File: config.mk
export PLATFORM = sky130hd
export DESIGN_NAME = lstm_feature_rx
export DESIGN_NICKNAME = d
export VERILOG_FILES = /design/src/rtl/lstm_feature_rx.sv
export SDC_FILE = /design/constraint.sdc
export NUM_CORES = 1
export LEC_CHECK = 0
export BUFFER_PORTS_ARGS = -buffer_cell sky130_fd_sc_hd__buf_2
export CAP_MARGIN = 10
export CORE_AREA = 4 4 256 258
export DETAILED_ROUTE_END_ITERATION = 16
export DIE_AREA = 0 0 260 262
export PLACE_DENSITY = 0.68
export SYNTH_ARGS = -nofsm -noshare
export SYNTH_HDL_FRONTEND = slang
export SYNTH_SLANG_ARGS = --single-unit
File: constraint.sdc
create_clock -name clk -period 3.46 [get_ports clk]
set_input_delay 0 -clock clk [delete_from_list [all_inputs] [get_ports clk]]
set_output_delay 0 -clock clk [all_outputs]
set_load 0.1 [all_outputs]
File: src/rtl/lstm_feature_rx.sv
// Receive-side front end of the LSTM input path: requests one frame of features,
// packs INPUT_SIZE words into a vector and offers it to the core via valid/ready.
module lstm_feature_rx #(
    parameter int INPUT_SIZE = 26,
    parameter int TIME_STEP  = 148,
    parameter int D_WL       = 24,
    localparam int W_W = (INPUT_SIZE > 1) ? $clog2(INPUT_SIZE) : 1,
    localparam int T_W = (TIME_STEP > 1) ? $clog2(TIME_STEP) : 1
) (
    input  logic                       clk,
    input  logic                       rst,
    input  logic                       start,
    output logic                       w_x_en,
    input  logic                       f_in_valid,
    input  logic [D_WL-1:0]            feature_in,
    output logic [INPUT_SIZE*D_WL-1:0] x_vec,
    output logic                       x_valid,
    input  logic                       x_ready,
    output logic [T_W-1:0]             t_idx,
    output logic                       x_last,
    output logic                       done,
    output logic                       busy,
    output logic                       err_overrun
);

    localparam logic [W_W-1:0] W_LAST = W_W'(INPUT_SIZE - 1);
    localparam logic [T_W-1:0] T_LAST = T_W'(TIME_STEP - 1);

    typedef enum logic [1:0] {
        S_IDLE,
        S_REQ,
        S_RECV,
        S_HOLD
    } state_t;

    state_t          state_reg;
    logic [W_W-1:0]  w_cnt_reg;
    logic [T_W-1:0]  t_idx_reg;
    logic            w_x_en_reg;
    logic            x_valid_reg;
    logic            x_last_reg;
    logic            done_reg;
    logic            busy_reg;
    logic            err_overrun_reg;
    logic [D_WL-1:0] word_reg [INPUT_SIZE];
    logic            word_wr;

    assign word_wr = (state_reg == S_RECV) && f_in_valid;

    // Control FSM; every output is registered so the core sees glitch-free strobes.
    always_ff @(posedge clk) begin
        if (rst) begin
            state_reg       <= S_IDLE;
            w_cnt_reg       <= '0;
            t_idx_reg       <= '0;
            w_x_en_reg      <= 1'b0;
            x_valid_reg     <= 1'b0;
            x_last_reg      <= 1'b0;
            done_reg        <= 1'b0;
            busy_reg        <= 1'b0;
            err_overrun_reg <= 1'b0;
        end else begin
            w_x_en_reg <= 1'b0;
            done_reg   <= 1'b0;
            if (f_in_valid && (state_reg != S_RECV)) begin
                err_overrun_reg <= 1'b1;
            end
            case (state_reg)
                S_IDLE: begin
                    if (start) begin
                        t_idx_reg       <= '0;
                        err_overrun_reg <= f_in_valid;
                        w_x_en_reg      <= 1'b1;
                        busy_reg        <= 1'b1;
                        state_reg       <= S_REQ;
                    end
                end
                S_REQ: begin
                    w_cnt_reg <= '0;
                    state_reg <= S_RECV;
                end
                S_RECV: begin
                    if (f_in_valid) begin
                        if (w_cnt_reg == W_LAST) begin
                            x_valid_reg <= 1'b1;
                            x_last_reg  <= (t_idx_reg == T_LAST);
                            state_reg   <= S_HOLD;
                        end else begin
                            w_cnt_reg <= w_cnt_reg + W_W'(1);
                        end
                    end
                end
                S_HOLD: begin
                    if (x_ready) begin
                        x_valid_reg <= 1'b0;
                        x_last_reg  <= 1'b0;
                        if (t_idx_reg == T_LAST) begin
                            done_reg  <= 1'b1;
                            busy_reg  <= 1'b0;
                            state_reg <= S_IDLE;
                        end else begin
                            t_idx_reg  <= t_idx_reg + T_W'(1);
                            w_x_en_reg <= 1'b1;
                            state_reg  <= S_REQ;
                        end
                    end
                end
                default: state_reg <= S_IDLE;
            endcase
        end
    end

    // Frame storage: each word is overwritten in place, never cleared between frames.
    generate
        for (genvar gi = 0; gi < INPUT_SIZE; gi++) begin : g_word
            always_ff @(posedge clk) begin
                if (rst) begin
                    word_reg[gi] <= '0;
                end else if (word_wr && (w_cnt_reg == W_W'(gi))) begin
                    word_reg[gi] <= feature_in;
                end
            end
            assign x_vec[gi*D_WL +: D_WL] = word_reg[gi];
        end
    endgenerate

    assign w_x_en      = w_x_en_reg;
    assign x_valid     = x_valid_reg;
    assign x_last      = x_last_reg;
    assign t_idx       = t_idx_reg;
    assign done        = done_reg;
    assign busy        = busy_reg;
    assign err_overrun = err_overrun_reg;

endmodule
=== Word level (Yosys, flattened, before mapping) ===
Memories as Yosys holds them, arrays and structs flattened.
Index checks and enable logic that the tools add are counted.

* Register bits after elaboration: 21
* Latch bits: 0
* Memory bits (writable): 624
* Bits in read-only memories: 0
* Input bits: 29
* Output and inout port bits: 638
* Logic and storage cells: 254
* Memories: 1

{| class="wikitable"
|+ Memory list
! memory !! words !! width !! rd ports !! clocked after memory_dff !! wr ports !! line !! source
|-
| word_reg || 26 || 24 || 26 || 0 || 26 || 45 || <nowiki>logic [D_WL-1:0] word_reg [INPUT_SIZE];</nowiki>
|}

* Add/subtract/negate cells: 2
* $mul: 0
* Div/mod/pow operators: 0
* Magnitude comparators: 0
* Equality and inequality tests: 37
* Shift-type cells: 0
* Mux-type cells: 138
* Bitwise gates (word level): 28
* Reduce and logical (&&, ||, !) cells: 39

{| class="wikitable"
|+ Operators with widths
! kind !! number
|-
| two-way mux 24 bit || 26
|-
| two-way mux 1 bit || 96
|-
| equality test 5 bit, second input constant || 10
|-
| equality test 5 x 4 -> 1 bit, second input constant || 8
|-
| logical AND 1 bit || 28
|-
| bitwise OR 1 bit || 26
|-
| two-way mux 8 bit || 3
|-
| equality test 5 x 3 -> 1 bit, second input constant || 4
|-
| one-hot mux 8 bit (2 select lines) || 1
|-
| AND reduction 4 bit || 4
|-
| inequality test 2 bit, second input constant || 7
|-
| equality test 5 x 2 -> 1 bit, second input constant || 2
|-
| two-way mux 5 bit || 2
|-
| one-hot mux 5 bit (2 select lines) || 1
|-
| adder 8 x 1 -> 8 bit, second input constant || 1
|-
| equality test 8 bit, second input constant || 1
|-
| two-way mux 2 bit || 4
|-
| one-hot mux 1 bit (2 select lines) || 4
|-
| one-hot mux 2 bit (4 select lines) || 1
|-
| nonzero test 2 bit || 3
|-
| adder 5 x 1 -> 5 bit, second input constant || 1
|-
| equality test 5 x 1 -> 1 bit, second input constant || 1
|-
| zero test 5 bit || 1
|-
| equality test 2 bit, second input constant || 2
|-
| 6 further kinds || 7
|}

=== Longest topological paths before layout ===
Gate-level depths: netlist of the first run.

* Word-level depth: 7
* Mapped depth: 9
* Depth with buffers taken out: 6

=== Worst setup path after synthesis of the first run ===
OpenSTA, ideal clock, no wires.

* Kind: register -> register
* From: register state_reg[0]
* To: memory word_reg[11][0] (netlist: word_reg[0][264]), enable pin
* Library setup time: 0.410 ns
* Arrival time: 2.389 ns
* Data required time: 3.050 ns
* Slack: 0.661 ns
* Stages on the path, launching flop included: 7
* Buffers on the path: 1
* Clock period less this slack: 2.799 ns
* Cells stage by stage: dfxtp_1 > inv_1 > ha_1 > buf_2 > nor2b_1 > nand3_1 > o21bai_1

{| class="wikitable"
|+ RTL lines
! what !! line !! source
|-
| start, declared || 36 || <nowiki>state_t state_reg;</nowiki>
|-
| start signal, assigned || 53 || <nowiki>state_reg <= S_IDLE;</nowiki>
|-
| start signal, assigned || 75 || <nowiki>state_reg <= S_REQ;</nowiki>
|-
| start signal, assigned || 80 || <nowiki>state_reg <= S_RECV;</nowiki>
|-
| end, declared || 45 ||
|}

==> reports/results.tsv, run 1 <==
stage	metric	value	unit
critical_path	Critical Path Fanout Max	25	
timing	Clock Skews	0.03422	ns
finish	layout cells sized above 1	36.97	%
floorplanning	Die Wd	260	um
critical_path	crit path kind	reg -> reg	
placed_design	GP Congestion	0.8670	
placed_design	Area after DPL	29150	um^2
routing	DR DRC count	0	
yosys	Async S/R FF share, synth	0	%
yosys	cells after synthesis	1579	
finish	max FFs per register	624	
floorplanning	DIE AREA	68120	um^2
power	Leakage	13.21	nW
yosys	syn avg cell area	15.68	um^2
timing	final setup TNS	0	ns
yosys	Synth Area in XOR/XNOR	0.07074	%
routing	Total Wirelength	82.99	mm
critical_path	Crit path arrival time	3.08	ns
outcome	status	finished clean	
cts	Root Buffer	clkbuf_16	
yosys	flops & latches, synth	645	
yosys	area share of the largest cell type after synthesis	75.67	%
yosys	count leader, synth	and2_1	
yosys	fraction of the mapped netlist area in compound gates	1.405	%
hold_path	Hold WC Path Type	in -> reg	
critical_path	CP Capture Type	flop	
routing	Initial DRT Pass Iterations	5	
cts	postcts setup bufs	0	
yosys	ranking of synthesized cells by area	edfxtp_1 76%, and2_1 16%, dfxtp_1 1.7%	
power	Pwr Density	619.4	nW/um^2
cts	CTS Sinks	645	
floorplanning	io pins	667	
timing	Fmax	379.5	MHz
yosys	Syn Std Cell Area	24760	um^2
cts	H-tree depth	3	
critical_path	Data required, critical path	3.90	ns
yosys	Synth top cells by count	627 x and2_1, 624 x edfxtp_1, 95 x clkbuf_1	
cts	clock buffer count from CTS	69	
critical_path	r2r startpoint	state_reg[0]$_SDFFE_PP0P_	
critical_path	CP startpoint	state_reg[0]$_SDFFE_PP0P_	
hold_path	Worst Hold Launch	feature_in[23]	
timing	min Tclk post-route	2.635	ns
routing	Final ANT Viol Nets	0	
floorplanning	Initial Util	39.33	%
yosys	ys flop type	edfxtp_1	
timing	Worst Max-Slew Pin Slew	1.012	ns
floorplanning	die height	262	um
finish	Area growth syn-to-layout	26.53	%
global_routing	largest net degree at the start of global routing	36	
routing	per-cell routed wire length	26.35	um
yosys	post-synthesis simple-gate area fraction	18.36	%
global_routing	vias in the first global route	15485	
critical_path	CP startpoint kind	flop	
timing	Final Hold Vio Count	0	
cts	CTS tree	yes	
routing	First DRT Iteration DRCs	1687	
yosys	mux cell area share after synthesis	0.2476	%
placed_design	dpl hpwl	55.69	mm
power	Peak VDD IR	0.0004628	V
global_routing	first-pass GRT wire length	113.0	mm
routing	via count	15875	
cts	clk slew on worst S/H paths	0.06	ns
yosys	Adder-Cell Fraction of Synth Area	0.5053	%
finish	nets	2286	
timing	final setup violation count	0	
yosys	Synth area leader	edfxtp_1	
finish	final instance area	31330	um^2
timing	RSZ-0062 raised after global routing	no	
timing	Final Max Tran Viols	0	
placed_design	# port buffers	666	
timing	Max-slew headroom	32.56	%
yosys	yosys warns	0	
yosys	largest family of logic cells by synthesized area	simple AND/OR/NAND/NOR gates	
floorplanning	Rows	92	
global_routing	Tot GR Track Use	23.25	%
yosys	synth unique cells	49	
timing	period utilization	76.15	%
routing	mean number of vias per cell	5.041	
global_routing	initial antenna violation count	7	
cts	Max Buffers Root-to-Sink	3	
run	Max Cap Viol	0	
cts	clk_lat worst skew	0.61	ns
yosys	Seq/Total Area, Yosys	77.37	%
yosys	Post-synth EDFFs	624	
yosys	syn nets	1618	
floorplanning	core area	62970	um^2
global_routing	global route total overflow	0	
## routing by layer
layer	vias to the layer above	wire length [um]	GRT usage, %
met2	879	41900	39.81
met1	8017	30420	28.70
met4	0	3437	9.999
met3	170	7237	4.953
met5	-	0	0
li1	6809	-	-
## path summary, 6_finish.rpt
| kind | end | slack, ns | cells after the start |
|---|---|---|---|
| setup / recovery | word_reg[0][22]$_SDFFCE_PN0P_ | 0.83 | 6 |
| setup reg to reg | word_reg[0][22]$_SDFFCE_PN0P_ | 0.83 | 6 |
| hold / removal | word_reg[1][47]$_SDFFCE_PN0P_ | 0.14 | 2 |
| hold reg to reg | busy$_SDFFE_PP0P_ | 0.49 | 2 |
## cells by family after synthesis
kind of cell,Yosys count
AND/OR/NAND/NOR,739
XOR/XNOR,2
buffers and inverters,127
adder cells (fa/ha/maj),10
multiplexers,6
AO/OA/AOI/OAI,50
flip-flops,645
## final cells by class
class | count | area, um^2
Tap cell | 846 | 1059
Sequential cell | 645 | 19160
Multi-Input combinational cell | 807 | 5226
Inverter | 8 | 30.03
Clock inverter | 28 | 274.0
Clock buffer | 95 | 1856
Fill cell | 5331 | 31630
Timing Repair Buffer | 716 | 3719
Antenna cell | 4 | 10.01
## critical path: stages, from the launching register on
cell     delay, ns
dfxtp_1       0.34
inv_1         0.11
ha_1          0.41
nor2b_1       0.31
nand3_2       0.29
nor2_2        0.79
and2_1        0.23
## per-stage QoR
| step | total power [mW] | hold WS, ns | instances | worst slack, ns | util (%) |
|---|---|---|---|---|---|
| final | 19.41 | 0.1438 | 3149 | 0.8252 | 49.76 |
| after global routing | 19.96 | 0.1301 | 3145 | 0.6092 | 49.74 |
| after CTS | 19.52 | 0.1240 | 3145 | 0.8123 | 49.74 |
| after detailed placement | 12.51 | 0.3130 | 3018 | 0.8115 | 46.30 |
| after global placement | 12.48 | 0.3040 | 3018 | 0.9267 | 46.30 |
| after floorplan | 11.79 | 0.1097 | 1579 | 0.6609 | - |
## cell usage in the layout, fill, tap and decap left out, types with 3 or more instances in the layout
| cell | count |
|---|---|
| edfxtp_1 | 624 |
| clkinv_1 | 8 |
| clkbuf_16 | 70 |
| mux2i_1 | 5 |
| nand3_2 | 3 |
| nor2_1 | 23 |
| dlygate4sd3_1 | 4 |
| nand4_1 | 6 |
| clkinv_2 | 6 |
| nand2_1 | 17 |
| and2_1 | 627 |
| o21bai_2 | 22 |
| diode_2 | 4 |
| o21ai_0 | 4 |
| a21oi_1 | 6 |
| buf_4 | 46 |
| buf_2 | 666 |
| or3_1 | 5 |
| nand3_1 | 10 |
| nor2_2 | 12 |
| dfxtp_1 | 21 |
| inv_1 | 8 |
| nor3_1 | 7 |
| ha_1 | 10 |
| nand2b_1 | 6 |
| and3_1 | 3 |
| inv_6 | 4 |
| nor3_2 | 3 |
| o31ai_1 | 3 |
| o21bai_4 | 3 |
| clkbuf_1 | 24 |
## power by group
| part | switching (mW) | internal [mW] | leakage (nW) |
|---|---|---|---|
| clock | 3.10 | 3.96 | 1.03 |
| sequential | 0.115 | 8.86 | 6.61 |
| combinational | 3.01 | 0.365 | 5.57 |
## repair_timing
| item | in CTS | in global routing |
|---|---|---|
| hold buffers | 4 | 0 |
| endpoints found under the setup margin | 0 | 0 |
| gates resized for setup | 0 | 0 |
| hold endpoints to repair | 16 | 0 |
Power figures use the tool's default switching activity.
==> run 2: changes to the inputs <==
==> constraint.sdc (replaced) <==
create_clock -name clk -period 2.6 [get_ports clk]
set_input_delay 0 -clock clk [delete_from_list [all_inputs] [get_ports clk]]
set_output_delay 0 -clock clk [all_outputs]
set_load 0.1 [all_outputs]
==> run 2 against run 1 <==
Via count increased by 1.6%. Die area unchanged. Maximum frequency increased by 8.5%. Non-clock buffer count increased by 16. Critical endpoint is now word_reg[0][104]$_SDFFCE_PN0P_. Largest power group unchanged. Highest routed layer is now met5.
==> reports/results.tsv, run 2 (synthesis results as in run 1) <==
stage	metric	value	unit
cts	CTS tree	yes	
floorplanning	die height	262	um
critical_path	Reg2Reg Depth	6	
timing	final setup violation count	0	
timing	period utilization	93.40	%
placed_design	# port buffers	666	
finish	Area growth syn-to-layout	28.15	%
placed_design	dpl hpwl	56.88	mm
floorplanning	core area	62970	um^2
critical_path	CP startpoint kind	flop	
timing	min Tclk post-route	2.428	ns
placed_design	pre-CTS WS	0.1408	ns
power	Peak VDD IR	0.0005677	V
global_routing	first-pass GRT wire length	114.2	mm
global_routing	Tot GR Track Use	23.54	%
finish	final instance area	31730	um^2
floorplanning	io pins	667	
routing	First DRT Iteration DRCs	1832	
hold_path	Hold WC Path Type	in -> reg	
routing	per-cell routed wire length	26.56	um
floorplanning	DIE AREA	68120	um^2
timing	Final Hold Vio Count	0	
cts	postcts setup bufs	0	
critical_path	FF-to-FF setup slack	0.17	ns
finish	max FFs per register	624	
timing	Final Max Tran Viols	0	
critical_path	crit path to	word_reg[0][104]$_SDFFCE_PN0P_	
floorplanning	Die Wd	260	um
critical_path	crit path kind	reg -> reg	
cts	Max Buffers Root-to-Sink	3	
global_routing	M2 GR Usage	40.47	%
timing	post-route setup slack	0.1715	ns
global_routing	GRT busiest layer	met2	
cts	clk_lat worst skew	0.62	ns
timing	Clock Skews	0.03085	ns
placed_design	Area after DPL	29580	um^2
cts	H-tree depth	3	
timing	Max-slew headroom	35.77	%
cts	CTS Sinks	645	
global_routing	vias in the first global route	15270	
cts	clk slew on worst S/H paths	0.06	ns
routing	via count	16126	
power	Leakage	13.39	nW
outcome	status	finished clean	
global_routing	global route total overflow	0	
cts	Root Buffer	clkbuf_16	
finish	commonest cells after routing, fill and taps aside	666 x buf_2, 627 x and2_1, 624 x edfxtp_1	
run	Max Cap Viol	0	
cts	hold_buf cts	3	
routing	Total Wirelength	83.96	mm
cts	post-CTS sizing	0	
critical_path	r2r startpoint	state_reg[0]$_SDFFE_PP0P_	
critical_path	reg2reg end	word_reg[0][104]$_SDFFCE_PN0P_	
timing	RSZ-0062 raised after global routing	no	
critical_path	CP startpoint	state_reg[0]$_SDFFE_PP0P_	
critical_path	Critical Path Fanout Max	24	
routing	Initial DRT Pass Iterations	5	
timing	Fmax	411.8	MHz
floorplanning	Rows	92	
finish	nets	2300	
finish	leading cell type in the layout, fill and taps excluded	buf_2	
critical_path	Crit path arrival time	2.71	ns
global_routing	largest net degree at the start of global routing	39	
routing	Final ANT Viol Nets	0	
routing	mean number of vias per cell	5.102	
critical_path	CP Capture Type	flop	
floorplanning	Initial Util	39.33	%
power	Pwr Density	812.1	nW/um^2
global_routing	met1 GRT Util	29.63	%
timing	Worst Max-Slew Pin Slew	0.9634	ns
global_routing	met3 Use GR	4.799	%
finish	layout cells sized above 1	37.60	%
placed_design	GP Congestion	0.8601	
critical_path	Data required, critical path	2.88	ns
routing	DR DRC count	0	
cts	clock buffer count from CTS	67	
global_routing	initial antenna violation count	10	
run 2: changes by cell type in the layout (fill, tap and decap cells not counted), sizes merged:
| cell | change |
|---|---|
| dlygate4sd3 | -1 |
| inv | -6 |
| clkbuf | -14 |
| clkinv | +13 |
| clkinvlp | +1 |
| bufinv | +2 |
| buf | +17 |
run 2: worst min-delay path by stage:
stage / slack (ns) / end / cells past startpoint / from
floorplan: 0.11 / x_valid$_SDFFE_PP0P_ / 1 / x_ready
global placement: 0.30 / x_valid$_SDFFE_PP0P_ / 2 / x_ready
detailed placement: 0.32 / x_valid$_SDFFE_PP0P_ / 2 / x_ready
CTS: 0.09 / w_cnt_reg[1]$_SDFFE_PP0P_ / 3 / rst
global route: 0.13 / w_cnt_reg[1]$_SDFFE_PP0P_ / 3 / rst
finish: 0.10 / w_cnt_reg[1]$_SDFFE_PP0P_ / 3 / rst
run 2: cell type report:
type                            count  area [um^2]
Tap cell                          846         1059
Fill cell                        5212        31240
Inverter                            8        30.03
Clock inverter                     38        381.6
Multi-Input combinational cell    807         5264
Clock buffer                       81         1729
Timing Repair Buffer              732         4099
Sequential cell                   645        19160
Antenna cell                        4        10.01
run 2: metal layers:
layer,up-vias,routed length [um]
li1,6846,-
met1,8086,30430
met2,1012,42340
met3,180,7963
met4,2,3206
met5,-,13
run 2: per-stage QoR:
stage	instances	hold WS, ns	total power [mW]	TNS [ns]	util [%]
detailed placement	3035	0.3193	16.71	0	46.98
global placement	3035	0.3021	16.67	0	46.98
global route	3157	0.1342	26.48	0	50.38
CTS	3157	0.08760	25.90	0	50.38
finish	3161	0.1029	25.77	0	50.39
floorplan	1579	0.1097	15.70	-43.00	-
run 2: power breakdown:
part / switching (mW) / total [mW] / leakage, nW / internal [mW]
sequential: 0.167 / 11.9 / 6.61 / 11.8
clock: 4.06 / 9.26 / 1.01 / 5.20
combinational: 4.01 / 4.56 / 5.76 / 0.543
total: 8.24 / 25.8 / 13.4 / 17.5
run 2: worst max-delay path, cell delays in order, from the launching register on:
cell and delay, ns:
dfxtp_1 0.34, inv_1 0.11, ha_1 0.40, nor2b_1 0.32, nand3_2 0.40, o21bai_2 0.32
buf_12 0.20
